## config.mk

```make
export PLATFORM = sky130hd
export DESIGN_NAME = hamming_link_scheduler
export DESIGN_NICKNAME = d
export VERILOG_FILES = /design/src/rtl/hamming_link_scheduler.sv
export SDC_FILE = /design/constraint.sdc
export NUM_CORES = 1
export LEC_CHECK = 0
export BUFFER_PORTS_ARGS = -buffer_cell sky130_fd_sc_hd__buf_2
export CAP_MARGIN = 20
export CORE_ASPECT_RATIO = 0.5
export CORE_MARGIN = 5
export CORE_UTILIZATION = 40
export DETAILED_ROUTE_END_ITERATION = 10
export SLEW_MARGIN = 5
export SYNTH_ARGS = -nofsm -noshare
export SYNTH_HDL_FRONTEND = slang
export SYNTH_SLANG_ARGS = --single-unit
```

## constraint.sdc

```tcl
create_clock -name clk -period 3.3 [get_ports clk]
set_input_delay 0.33 -clock clk [delete_from_list [all_inputs] [get_ports clk]]
set_output_delay 0.33 -clock clk [all_outputs]
set_load 0.005 [all_outputs]
```

## src/rtl/hamming_link_scheduler.sv

```systemverilog
// Single-clock enable sequencer for the 15/11 Hamming link. It generates the serial capture,
// parallel load and serial transmit strobes, and overlaps capture of word n+1 with transmission of codeword n.
module hamming_link_scheduler #(
  parameter int IN_DIV    = 15,
  parameter int OUT_DIV   = 11,
  parameter int DATA_BITS = 11,
  parameter int CODE_BITS = 15
) (
  input  logic       clk,
  input  logic       rest,
  input  logic       device_en,
  output logic       in_tick,
  output logic [3:0] in_idx,
  output logic       load_en,
  output logic       out_tick,
  output logic [3:0] out_idx,
  output logic       tx_active,
  output logic       frame_done,
  output logic [7:0] frame_cnt,
  output logic       busy
);

  // One period P spans a whole input word and a whole codeword.
  localparam int         P            = IN_DIV * DATA_BITS;
  localparam logic [7:0] PH_LAST      = 8'(P - 1);
  localparam logic [3:0] IN_CNT_LAST  = 4'(IN_DIV - 1);
  localparam logic [3:0] OUT_CNT_LAST = 4'(OUT_DIV - 1);
  localparam logic [3:0] IN_IDX_LAST  = 4'(DATA_BITS - 1);
  localparam logic [3:0] OUT_IDX_LAST = 4'(CODE_BITS - 1);

  typedef enum logic [1:0] {IDLE, FILL, STREAM, DRAIN} state_t;

  state_t     state, state_n;
  logic [7:0] ph, ph_n;
  logic [3:0] in_cnt, in_cnt_n, out_cnt, out_cnt_n;
  logic [3:0] in_idx_n, out_idx_n;
  logic       running, capture_n, transmit_n, load_n;

  always_comb begin
    // NOTE: every combinational output gets a default first, so no path can infer a latch.
    state_n = state;
    unique case (state)
      IDLE:    if (device_en) state_n = FILL;
      FILL:    if (!device_en) state_n = IDLE;
               else if (ph == PH_LAST) state_n = STREAM;
      // A drop on the last phase has no frame left in flight, so there is nothing to drain.
      STREAM:  if (!device_en) state_n = (ph == PH_LAST) ? IDLE : DRAIN;
      DRAIN:   if (ph == PH_LAST) state_n = IDLE;
      default: state_n = IDLE;
    endcase

    // Counters restart from zero whenever a run begins or ends.
    running    = (state != IDLE) && (state_n != IDLE);
    ph_n       = (!running || ph == PH_LAST) ? '0 : ph + 8'd1;
    in_cnt_n   = (!running || in_cnt == IN_CNT_LAST) ? '0 : in_cnt + 4'd1;
    out_cnt_n  = (!running || out_cnt == OUT_CNT_LAST) ? '0 : out_cnt + 4'd1;
    capture_n  = (state_n == FILL) || (state_n == STREAM);
    transmit_n = (state_n == STREAM) || (state_n == DRAIN);
    load_n     = (state_n == STREAM) && (ph_n == '0);

    in_idx_n = '0;
    if (running && capture_n)
      in_idx_n = !in_tick ? in_idx : (in_idx == IN_IDX_LAST) ? '0 : in_idx + 4'd1;
    out_idx_n = '0;
    if (running && transmit_n)
      out_idx_n = !out_tick ? out_idx : (out_idx == OUT_IDX_LAST) ? '0 : out_idx + 4'd1;
  end

  // Strobes are registered from next-state values so they line up with the cycle they describe.
  always_ff @(posedge clk) begin
    // NOTE: state uses non-blocking assignments so every register samples pre-edge values.
    if (rest) begin
      state      <= IDLE;
      ph         <= '0;
      in_cnt     <= '0;
      out_cnt    <= '0;
      in_idx     <= '0;
      out_idx    <= '0;
      in_tick    <= 1'b0;
      out_tick   <= 1'b0;
      load_en    <= 1'b0;
      frame_done <= 1'b0;
      frame_cnt  <= '0;
      tx_active  <= 1'b0;
      busy       <= 1'b0;
    end else begin
      state      <= state_n;
      ph         <= ph_n;
      in_cnt     <= in_cnt_n;
      out_cnt    <= out_cnt_n;
      in_idx     <= in_idx_n;
      out_idx    <= out_idx_n;
      in_tick    <= capture_n && (in_cnt_n == IN_CNT_LAST);
      out_tick   <= transmit_n && (out_cnt_n == OUT_CNT_LAST);
      load_en    <= load_n;
      frame_done <= transmit_n && (ph_n == PH_LAST);
      frame_cnt  <= frame_cnt + {7'd0, load_n};
      tx_active  <= transmit_n;
      busy       <= (state_n != IDLE);
    end
  end

endmodule
```

==> results of run 1 <==
==> timing repair <==
action,CTS,global route
endpoints found under the hold margin,0,0
buffers inserted,0,2
resized for setup,1,3
setup endpoints to repair,3,6
pin swaps,0,1
==> state kept, by name, indices dropped and copies added (netlist names) <==
signal	cells
busy	1
frame_cnt	8
frame_done	1
in_cnt	4
in_idx	4
in_tick	1
load_en	1
out_cnt	4
out_idx	4
out_tick	1
ph	8
state	2
tx_active	1
==> kinds of logic (layout without fill, tap and decap cells) <==
| family | after synthesis | after routing | share of synthesized area [%] |
|---|---|---|---|
| AOI/OAI and AO/OA | 39 | 39 | 14.4 |
| muxes | 2 | 2 | 1.07 |
| buffers and inverters | 11 | 44 | 2.42 |
| DFF | 40 | 40 | 43.0 |
| adders and majority gates | 11 | 11 | 7.38 |
| xor gates and xnor gates | 14 | 14 | 6.58 |
| and+or+nand+nor | 92 | 92 | 25.2 |
==> per-stage QoR <==
step / total power [mW] / hold WS (ns)
2_1_floorplan: 0.512 / 0.441
3_3_place_gp: 0.519 / 0.468
3_5_place_dp: 0.519 / 0.475
4_1_cts: 0.919 / 0.391
5_1_grt: 0.947 / 0.400
6_report: 0.904 / 0.403
==> final cells by class <==
class                           count  share of cell area (%)
Clock inverter                      3                    1.93
Multi-Input combinational cell    158                    47.0
Sequential cell                    40                    36.5
Tap cell                           57                    3.24
Timing Repair Buffer               28                    6.83
Inverter                            8                    1.37
Clock buffer                        5                    3.13
==> Yosys cell counts (2+ instances only) <==
| master | instances | area (um^2) |
|---|---|---|
| a211oi_1 | 2 | 15.0 |
| a21oi_1 | 11 | 55.1 |
| a31oi_1 | 2 | 12.5 |
| and2_1 | 2 | 12.5 |
| and3_1 | 3 | 18.8 |
| and3b_1 | 2 | 17.5 |
| clkbuf_1 | 2 | 7.51 |
| dfxtp_1 | 40 | 801 |
| ha_1 | 11 | 138 |
| inv_1 | 8 | 30.0 |
| mux2i_1 | 2 | 20.0 |
| nand2_1 | 13 | 48.8 |
| nand2b_1 | 2 | 12.5 |
| nand3_1 | 12 | 60.1 |
| nand3b_1 | 5 | 37.5 |
| nor2_1 | 35 | 131 |
| nor2b_1 | 4 | 25.0 |
| nor3_1 | 3 | 15.0 |
| nor3b_1 | 2 | 15.0 |
| o21a_1 | 3 | 22.5 |
| o21ai_0 | 7 | 35.0 |
| o21ai_1 | 3 | 15.0 |
| or3_1 | 3 | 18.8 |
| xnor2_1 | 4 | 35.0 |
| xor2_1 | 10 | 87.6 |
==> routing by layer <==
layer	global-route usage [%]	part of all wire [%]
met1	15.5	49
met2	21.2	46
met3	3.89	4.0
met4	5.65	0.83
met5	0	0
==> worst max-delay path, cell delays in order (launching register included) <==
cell and delay, ns:
dfxtp_2 0.39, inv_1 0.06, ha_1 0.17, and3b_1 0.24
nand2_1 0.12, nand3b_1 0.11, and2_1 0.20, ha_1 0.21
o21bai_2 0.25, a21oi_2 0.17, o32a_1 0.19, a211oi_2 0.06
ha_1 0.22, ha_1 0.22, nand3_1 0.12, xor2_1 0.15
nor2_1 0.05
==> power groups by stage <==
stage / sequential [mW] / clock, mW / combinational [mW]
after global routing: 0.487 / 0.436 / 0.0238
after detailed placement: 0.498 / 0 / 0.0209
final: 0.487 / 0.396 / 0.0212
after global placement: 0.498 / 0 / 0.0207
after floorplan: 0.498 / 0 / 0.0139
after CTS: 0.487 / 0.411 / 0.0211
==> worst paths after layout <==
check | startpoint | to | slack (ns) | cells after the start
max | ph[1] | frame_cnt[4] | 0.26 | 16
min | device_en | state[0] | 0.40 | 3
max reg2reg | ph[1] | frame_cnt[4] | 0.26 | 16
min reg2reg | in_cnt[0] | in_cnt[0] | 0.49 | 1
==> flow_summary_export.csv, run 1 <==
group,metric,value,unit
logic_synthesis,netlist_area,1860,um^2
grt,grt_pass1_vias,1454,
floorplan,fp-row-count,17,
sta,tightest_slew,0.542,ns
floorplan,design.core.area,4450,um^2
sta,fin_crit,3.04,ns
final_layout,instances_no_fill,299,
final_layout,multiInputGateArea,1030,um^2
sta,maxSlewHeadroom,63.8,%
logic_synthesis,syn_inst,209,
final_layout,layout.nets,255,
floorplan,die-area,6210,um^2
final_layout,drive_above_1_share,18.6,%
logic_synthesis,synth_cell_types,43,
final_layout,layout_common_cells,"dfxtp_1 (39), nor2_1 (35), buf_2 (24)",
grt,grtUsageTotal,12.8,%
sta,clock.fmax,0.329,GHz
grt,grt_start_max_net_pins,19,
pwr,swShare,20.8,%
hold_path,hp-class,"primary input to flip-flop",
logic_synthesis,syn_area_per_cell,8.92,um^2
detailed_routing,routed_wl,3630,um
detailed_routing,firstDrtPassIters,4,
pwr,p_per_area,411,nW/um^2
sta,drv_slew,0,
placed_design,numPortBuffers,24,
critical_path,required,3.47,ns
critical_path,worst_ep_arrival_time,3.21,ns
floorplan,chipWidth,107,um
sta,setup_tns,0,ns
grt,antenna_found_initial,0,
detailed_routing,final_antenna_net_count,0,
sta,min_period_over_period,92.2,%
floorplan,start_util,41.9,%
clocking,clockBufferDepth,2,
placed_design,place_inst,289,
logic_synthesis,async_flop_share,0,%
placed_design,pre_cts_slack,0.0142,ns
critical_path,end_kind,"flip-flop",
final_layout,final_common_cell,"dfxtp_1",
floorplan,die_y,58.3,um
logic_synthesis,synth_fp_nets,223,
final_layout,post-route-util,49.5,%
pwr,leakage,0.862,nW
final_layout,antennaDiodeCount,0,
clocking,cts-hold-fix-buffers,0,
pwr,pwr-share-comb,2.3,%
placed_design,hpwl,2730,um
pwr,p_int,0.716,mW
clocking,cts_tree,"built",
sta,clock_skew,0.00729,ns
placed_design,place_area,2060,um^2
pwr,p_sw,0.188,mW
pwr,pwr-share-clk,43.8,%
grt,grt_pass1_wl,6400,um
logic_synthesis,synth_top_flop_cell,"dfxtp_1",
detailed_routing,drtIter0Drc,33,
detailed_routing,route.detailed.drc,0,
final_layout,synthToLayoutAreaGrowth,18.0,%
run_status,status,"complete, no violations",
job,drv.max_cap_violation_count,0,
logic_synthesis,synth_edf_count,0,
logic_synthesis,ys_ff_latch,40,
final_layout,fill_cells,418,
logic_synthesis,ys_warn_count,0,
grt,grt.overflow.total,0,
pwr,vdd_ir_drop_max,0.000272,V
clocking,htreeDepth,2,
floorplan,io_pins,25,
clocking,root_buffer,"clkbuf_8",
clocking,clk_latency,0.29,ns
critical_path,worstSetupPathType,"flip-flop to flip-flop",
detailed_routing,num_vias,1501,
critical_path,crit_fanout,7,
detailed_routing,wl_per_cell,12.2,um
detailed_routing,viasPerCell,5.02,
sta,rsz0062_at_grt,"no",
sta,setup_ws,0.257,ns
clocking,numCtsBuffers,5,
clocking,path_clk_slew,0.08,ns
sta,setup_viol,0,
pwr,power_frac_seq,53.8,%
final_layout,final_area,2200,um^2
logic_synthesis,synth_sequential_area_ratio,43.0,%
critical_path,worstSetupStartpointType,"flip-flop",
placed_design,gp_congestion,0.781,
sta,hold_violations,0,
clocking,cts.sinks,40,
final_layout,seq_area,802,um^2
Power figures use the tool's default switching activity.
==> inputs of run 2 (changes only) <==
==> constraint.sdc (replaced) <==
create_clock -name clk -period 2.9 [get_ports clk]
set_input_delay 0.29 -clock clk [delete_from_list [all_inputs] [get_ports clk]]
set_output_delay 0.29 -clock clk [all_outputs]
set_load 0.005 [all_outputs]
==> flow_summary_export.csv, run 2 (synthesis results as in run 1) <==
group,metric,value,unit
clocking,clk_latency,0.29,ns
placed_design,hpwl,2810,um
grt,grt.overflow.total,0,
floorplan,die_y,58.3,um
detailed_routing,firstDrtPassIters,4,
critical_path,r2r_end,"frame_cnt[7]",
grt,grt_start_max_net_pins,19,
final_layout,top_regs,"frame_cnt (8), ph (8)",
grt,grtUsageTotal,12.4,%
detailed_routing,num_vias,1589,
critical_path,worstSetupStartpointType,"flip-flop",
final_layout,final_common_cell,"dfxtp_1",
final_layout,layout.nets,271,
pwr,vdd_ir_drop_max,0.000265,V
placed_design,pre_cts_slack,-0.0767,ns
sta,setup_tns,0,ns
floorplan,design.core.area,4450,um^2
sta,maxSlewHeadroom,58.2,%
floorplan,fp-row-count,17,
detailed_routing,final_antenna_net_count,0,
sta,drv_slew,0,
sta,setup_viol,0,
grt,antenna_found_initial,0,
final_layout,drive_above_1_share,29.8,%
clocking,root_buffer,"clkbuf_8",
floorplan,chipWidth,107,um
critical_path,worst_ep_arrival_time,2.98,ns
final_layout,synthToLayoutAreaGrowth,29.5,%
final_layout,final_area,2410,um^2
final_layout,fill_cells,403,
detailed_routing,wl_per_cell,12.3,um
sta,rsz0062_at_grt,"yes",
grt,grt_pass1_wl,6260,um
hold_path,hp-class,"primary input to flip-flop",
final_layout,antennaDiodeCount,0,
critical_path,required,3.07,ns
hold_path,holdPathEnd,"frame_cnt[6]",
hold_path,hold_start,"rest",
critical_path,worstSetupPathType,"flip-flop to flip-flop",
sta,setup_ws,0.0867,ns
detailed_routing,viasPerCell,5.04,
floorplan,start_util,41.9,%
final_layout,layout_common_cells,"dfxtp_1 (38), nor2_1 (35), buf_2 (24)",
sta,clock_skew,0.00715,ns
grt,grt_pass1_vias,1429,
placed_design,numPortBuffers,24,
sta,fin_crit,2.81,ns
clocking,cts.sinks,40,
sta,hold_violations,0,
pwr,finalPower,1.04,mW
pwr,leakage,0.957,nW
critical_path,r2r_start,"ph[0]",
clocking,htreeDepth,2,
critical_path,r2r_setup_slack,0.09,ns
critical_path,r2r_cells,15,
job,drv.max_cap_violation_count,0,
final_layout,multiInputGateArea,1130,um^2
floorplan,die-area,6210,um^2
clocking,cts_tree,"built",
sta,clock.fmax,0.355,GHz
detailed_routing,drtIter0Drc,57,
run_status,status,"complete, no violations",
detailed_routing,routed_wl,3870,um
sta,min_period_over_period,97.0,%
hold_path,holdPathStages,2,
pwr,p_per_area,430,nW/um^2
placed_design,place_area,2170,um^2
floorplan,io_pins,25,
detailed_routing,route.detailed.drc,0,
clocking,numCtsBuffers,5,
sta,tightest_slew,0.626,ns
clocking,path_clk_slew,0.08,ns
final_layout,seq_area,803,um^2
clocking,clockBufferDepth,2,
critical_path,end_kind,"flip-flop",
final_layout,post-route-util,54.3,%
critical_path,crit_fanout,5,
placed_design,gp_congestion,0.812,
-- run 2: changes by cell type in the layout (fill, tap and decap cells not counted), moves of 2 or more --
cell and delta:
inv_2 +2, ha_1 -4, ha_2 +2, and2_4 +2
inv_1 -2, and2_1 -2, o21ai_1 -2, ha_4 +2
o21ai_2 +2, nand3_1 -2, buf_4 +16, nand3_2 +2
-- run 2: how the worst max path moves through the flow --
stage	startpoint	endpoint	slack, ns	cells after the start
after floorplan	ph[0]	frame_cnt[6]	0.03	16
after global placement	ph[0]	frame_cnt[5]	0.03	15
after detailed placement	ph[0]	frame_cnt[5]	-0.08	15
after CTS	ph[0]	frame_cnt[6]	0.0009	15
after global routing	ph[0]	frame_cnt[7]	-0.07	15
final	ph[0]	frame_cnt[7]	0.09	15
-- run 2: layout make-up --
class,count,area share [%]
Tap cell,57,2.95
Clock buffer,6,3.01
Inverter,8,1.24
Timing Repair Buffer,44,11.2
Multi-Input combinational cell,158,46.9
Clock inverter,2,1.45
Sequential cell,40,33.3
-- run 2: layer usage --
layer	up-vias	GRT usage (%)	routed length [um]
li1	824	-	-
met1	738	16.4	1960
met2	21	19.6	1730
met3	6	4.00	143
met4	0	3.83	33
met5	-	0	0
-- run 2: stage by stage --
step | cells | hold slack, ns
detailed placement | 303 | 0.482
CTS | 311 | 0.371
finish | 315 | 0.365
global placement | 303 | 0.462
global route | 315 | 0.391
floorplan | 209 | 0.441
-- run 2: report_power, final --
group | total (mW) | internal, mW | switching [mW]
Clock | 0.450 | 0.256 | 0.194
Combinational | 0.0324 | 0.0146 | 0.0178
Sequential | 0.555 | 0.552 | 0.00335
-- run 2: what timing repair did --
item | in CTS | in global routing
hold buffers | 0 | 0
resized for setup | 4 | 20
pin swaps | 1 | 7
endpoints found under the setup margin | 4 | 8
setup buffers | 0 | 4
-- run 2: worst max-delay path, stage by stage, from the launching register on --
cell and delay, ns:
dfxtp_2 0.34, inv_2 0.05, ha_4 0.14, and3b_2 0.25
and2_4 0.16, a41oi_4 0.22, ha_2 0.22, o21bai_4 0.15
a21oi_2 0.07, o32a_1 0.21, a211oi_2 0.18, ha_2 0.24
and3_4 0.21, nand3_2 0.08, xor2_1 0.15, nor2_1 0.05
==> inputs of run 3 (changes only) <==
--- a/config.mk
+++ b/config.mk
@@ -11,6 +11,7 @@
 export CORE_MARGIN = 5
 export CORE_UTILIZATION = 40
 export DETAILED_ROUTE_END_ITERATION = 10
+export REMOVE_ABC_BUFFERS = 1
 export SLEW_MARGIN = 5
 export SYNTH_ARGS = -nofsm -noshare
 export SYNTH_HDL_FRONTEND = slang
==> flow_summary_export.csv, run 3 (synthesis results as in run 1) <==
group,metric,value,unit
clocking,root_buffer,"clkbuf_8",
pwr,leakage,0.966,nW
detailed_routing,num_vias,1596,
grt,grt_start_max_net_pins,19,
clocking,htreeDepth,2,
final_layout,post-route-util,55.2,%
detailed_routing,final_antenna_net_count,0,
critical_path,r2r_setup_slack,-0.006,ns
floorplan,die-area,6210,um^2
final_layout,synthToLayoutAreaGrowth,31.6,%
sta,tightest_slew,0.400,ns
detailed_routing,viasPerCell,4.96,
final_layout,antennaDiodeCount,0,
hold_path,holdPathEnd,"busy",
critical_path,r2r_end,"frame_cnt[7]",
detailed_routing,routed_wl,3950,um
grt,antenna_found_initial,0,
placed_design,numPortBuffers,24,
placed_design,hpwl,2930,um
detailed_routing,firstDrtPassIters,4,
final_layout,final_area,2450,um^2
critical_path,end_kind,"flip-flop",
hold_path,hold_start,"rest",
hold_path,hp-class,"primary input to flip-flop",
sta,hold_violations,0,
critical_path,slowest_delay,0.37,ns
floorplan,die_y,58.3,um
sta,clock.fmax,0.344,GHz
placed_design,gp_congestion,0.744,
detailed_routing,wl_per_cell,12.3,um
sta,fin_crit,2.91,ns
critical_path,worst_ep_arrival_time,3.07,ns
sta,rsz0062_at_grt,"yes",
critical_path,r2r_cells,16,
clocking,numCtsBuffers,5,
critical_path,slowest_stage,"o32a_1",
sta,setup_viol,1,
final_layout,top_regs,"frame_cnt (8), ph (8)",
detailed_routing,route.detailed.drc,0,
grt,grt_pass1_vias,1462,
sta,maxSlewHeadroom,73.2,%
run_status,status,"complete, but fails checks",
grt,grt_pass1_wl,6710,um
sta,drv_slew,0,
floorplan,design.core.area,4450,um^2
pwr,p_per_area,398,nW/um^2
job,drv.max_cap_violation_count,0,
clocking,path_clk_slew,0.07,ns
critical_path,worstSetupPathType,"flip-flop to flip-flop",
final_layout,fill_cells,431,
final_layout,final_common_cell,"dfxtp_1",
critical_path,cpMostUsedCell,"ha_4",
pwr,vdd_ir_drop_max,0.000280,V
grt,grt.overflow.total,0,
clocking,clockBufferDepth,2,
sta,clock_skew,0.00458,ns
floorplan,io_pins,25,
sta,setup_ws,-0.00555,ns
final_layout,drive_above_1_share,32.5,%
sta,min_period_over_period,100,%
critical_path,crit_fanout,5,
critical_path,r2r_start,"ph[0]",
grt,grtUsageTotal,13.1,%
final_layout,layout_common_cells,"dfxtp_1 (38), nor2_1 (35), buf_4 (27)",
critical_path,worstSetupStartpointType,"flip-flop",
clocking,cts_tree,"built",
final_layout,layout.nets,279,
clocking,clk_latency,0.28,ns
run_status,violations,"negative setup slack",
floorplan,start_util,41.9,%
critical_path,path_cells,"inv_2 -> ha_4 -> and3b_2 -> a21boi_1 -> o21ai_1 -> and2_4 -> buf_6 -> ha_4 -> nand2_2 -> o32a_1 -> a211oi_2 -> ha_2 -> and3_4 -> nand3_2 -> xor2_1 -> nor2_1",
hold_path,holdPathStages,2,
critical_path,required,3.06,ns
floorplan,chipWidth,107,um
floorplan,fp-row-count,17,
clocking,cts.sinks,40,
detailed_routing,drtIter0Drc,50,
placed_design,place_area,2210,um^2
-- run 3: area by class of cell --
class	instances	area [um^2]	area share (%)
clock buffers	7	96.3	3.93
inverters	8	32.5	1.33
multi-input cells	158	1120	45.5
flip-flops and latches	40	803	32.7
well taps	57	71.3	2.91
repair buffers	52	334	13.6
-- run 3: timing repair --
item,in CTS,in global routing
resized for setup,7,20
buffers inserted,0,5
endpoints found under the setup margin,4,7
pin swaps,1,11
hold buffers,0,0
-- run 3: stage by stage --
stage                     hold WS, ns  std cells  setup TNS [ns]  power (mW)  worst slack, ns
final                           0.377        322        -0.00555       0.976         -0.00555
after CTS                       0.385        317               0       0.984          0.00501
after global routing            0.395        322          -0.434        1.02           -0.130
after global placement          0.468        310          -0.138       0.597          -0.0606
after floorplan                 0.354        206        -0.00986       0.579         -0.00440
after detailed placement        0.490        310          -0.262       0.597          -0.0865
-- run 3: worst max path at each step --
stage                               to  cells past startpoint  slack, ns  start
after floorplan           frame_cnt[5]                     15     -0.004  ph[0]
after global placement    frame_cnt[5]                     16      -0.06  ph[0]
after detailed placement  frame_cnt[7]                     16      -0.09  ph[0]
after CTS                 frame_cnt[4]                     16      0.005  ph[0]
after global routing      frame_cnt[7]                     16      -0.13  ph[1]
final                     frame_cnt[7]                     16     -0.006  ph[0]
-- run 3: critical path: cells and delay by family (launching register included) --
family          cells  cell delay [ns]
compound gates      4             0.81
fa+ha+maj           3             0.48
simple gates        6             0.83
buf+inv             2             0.17
xor+xnor            1             0.17
flops               1             0.32
-- run 3: routing by layer --
metal	routed length [um]	track usage, %	vias to the layer above
met5	0	0	-
met4	19	2.19	0
met3	97	3.78	2
met2	1790	20.1	13
met1	2040	18.6	742
li1	-	-	839
-- run 3: where the power goes --
group	internal (mW)	switching (mW)	leakage (nW)
registers	0.552	0.00261	0.324
logic	0.0162	0.0186	0.592
clock network	0.212	0.175	0.0503
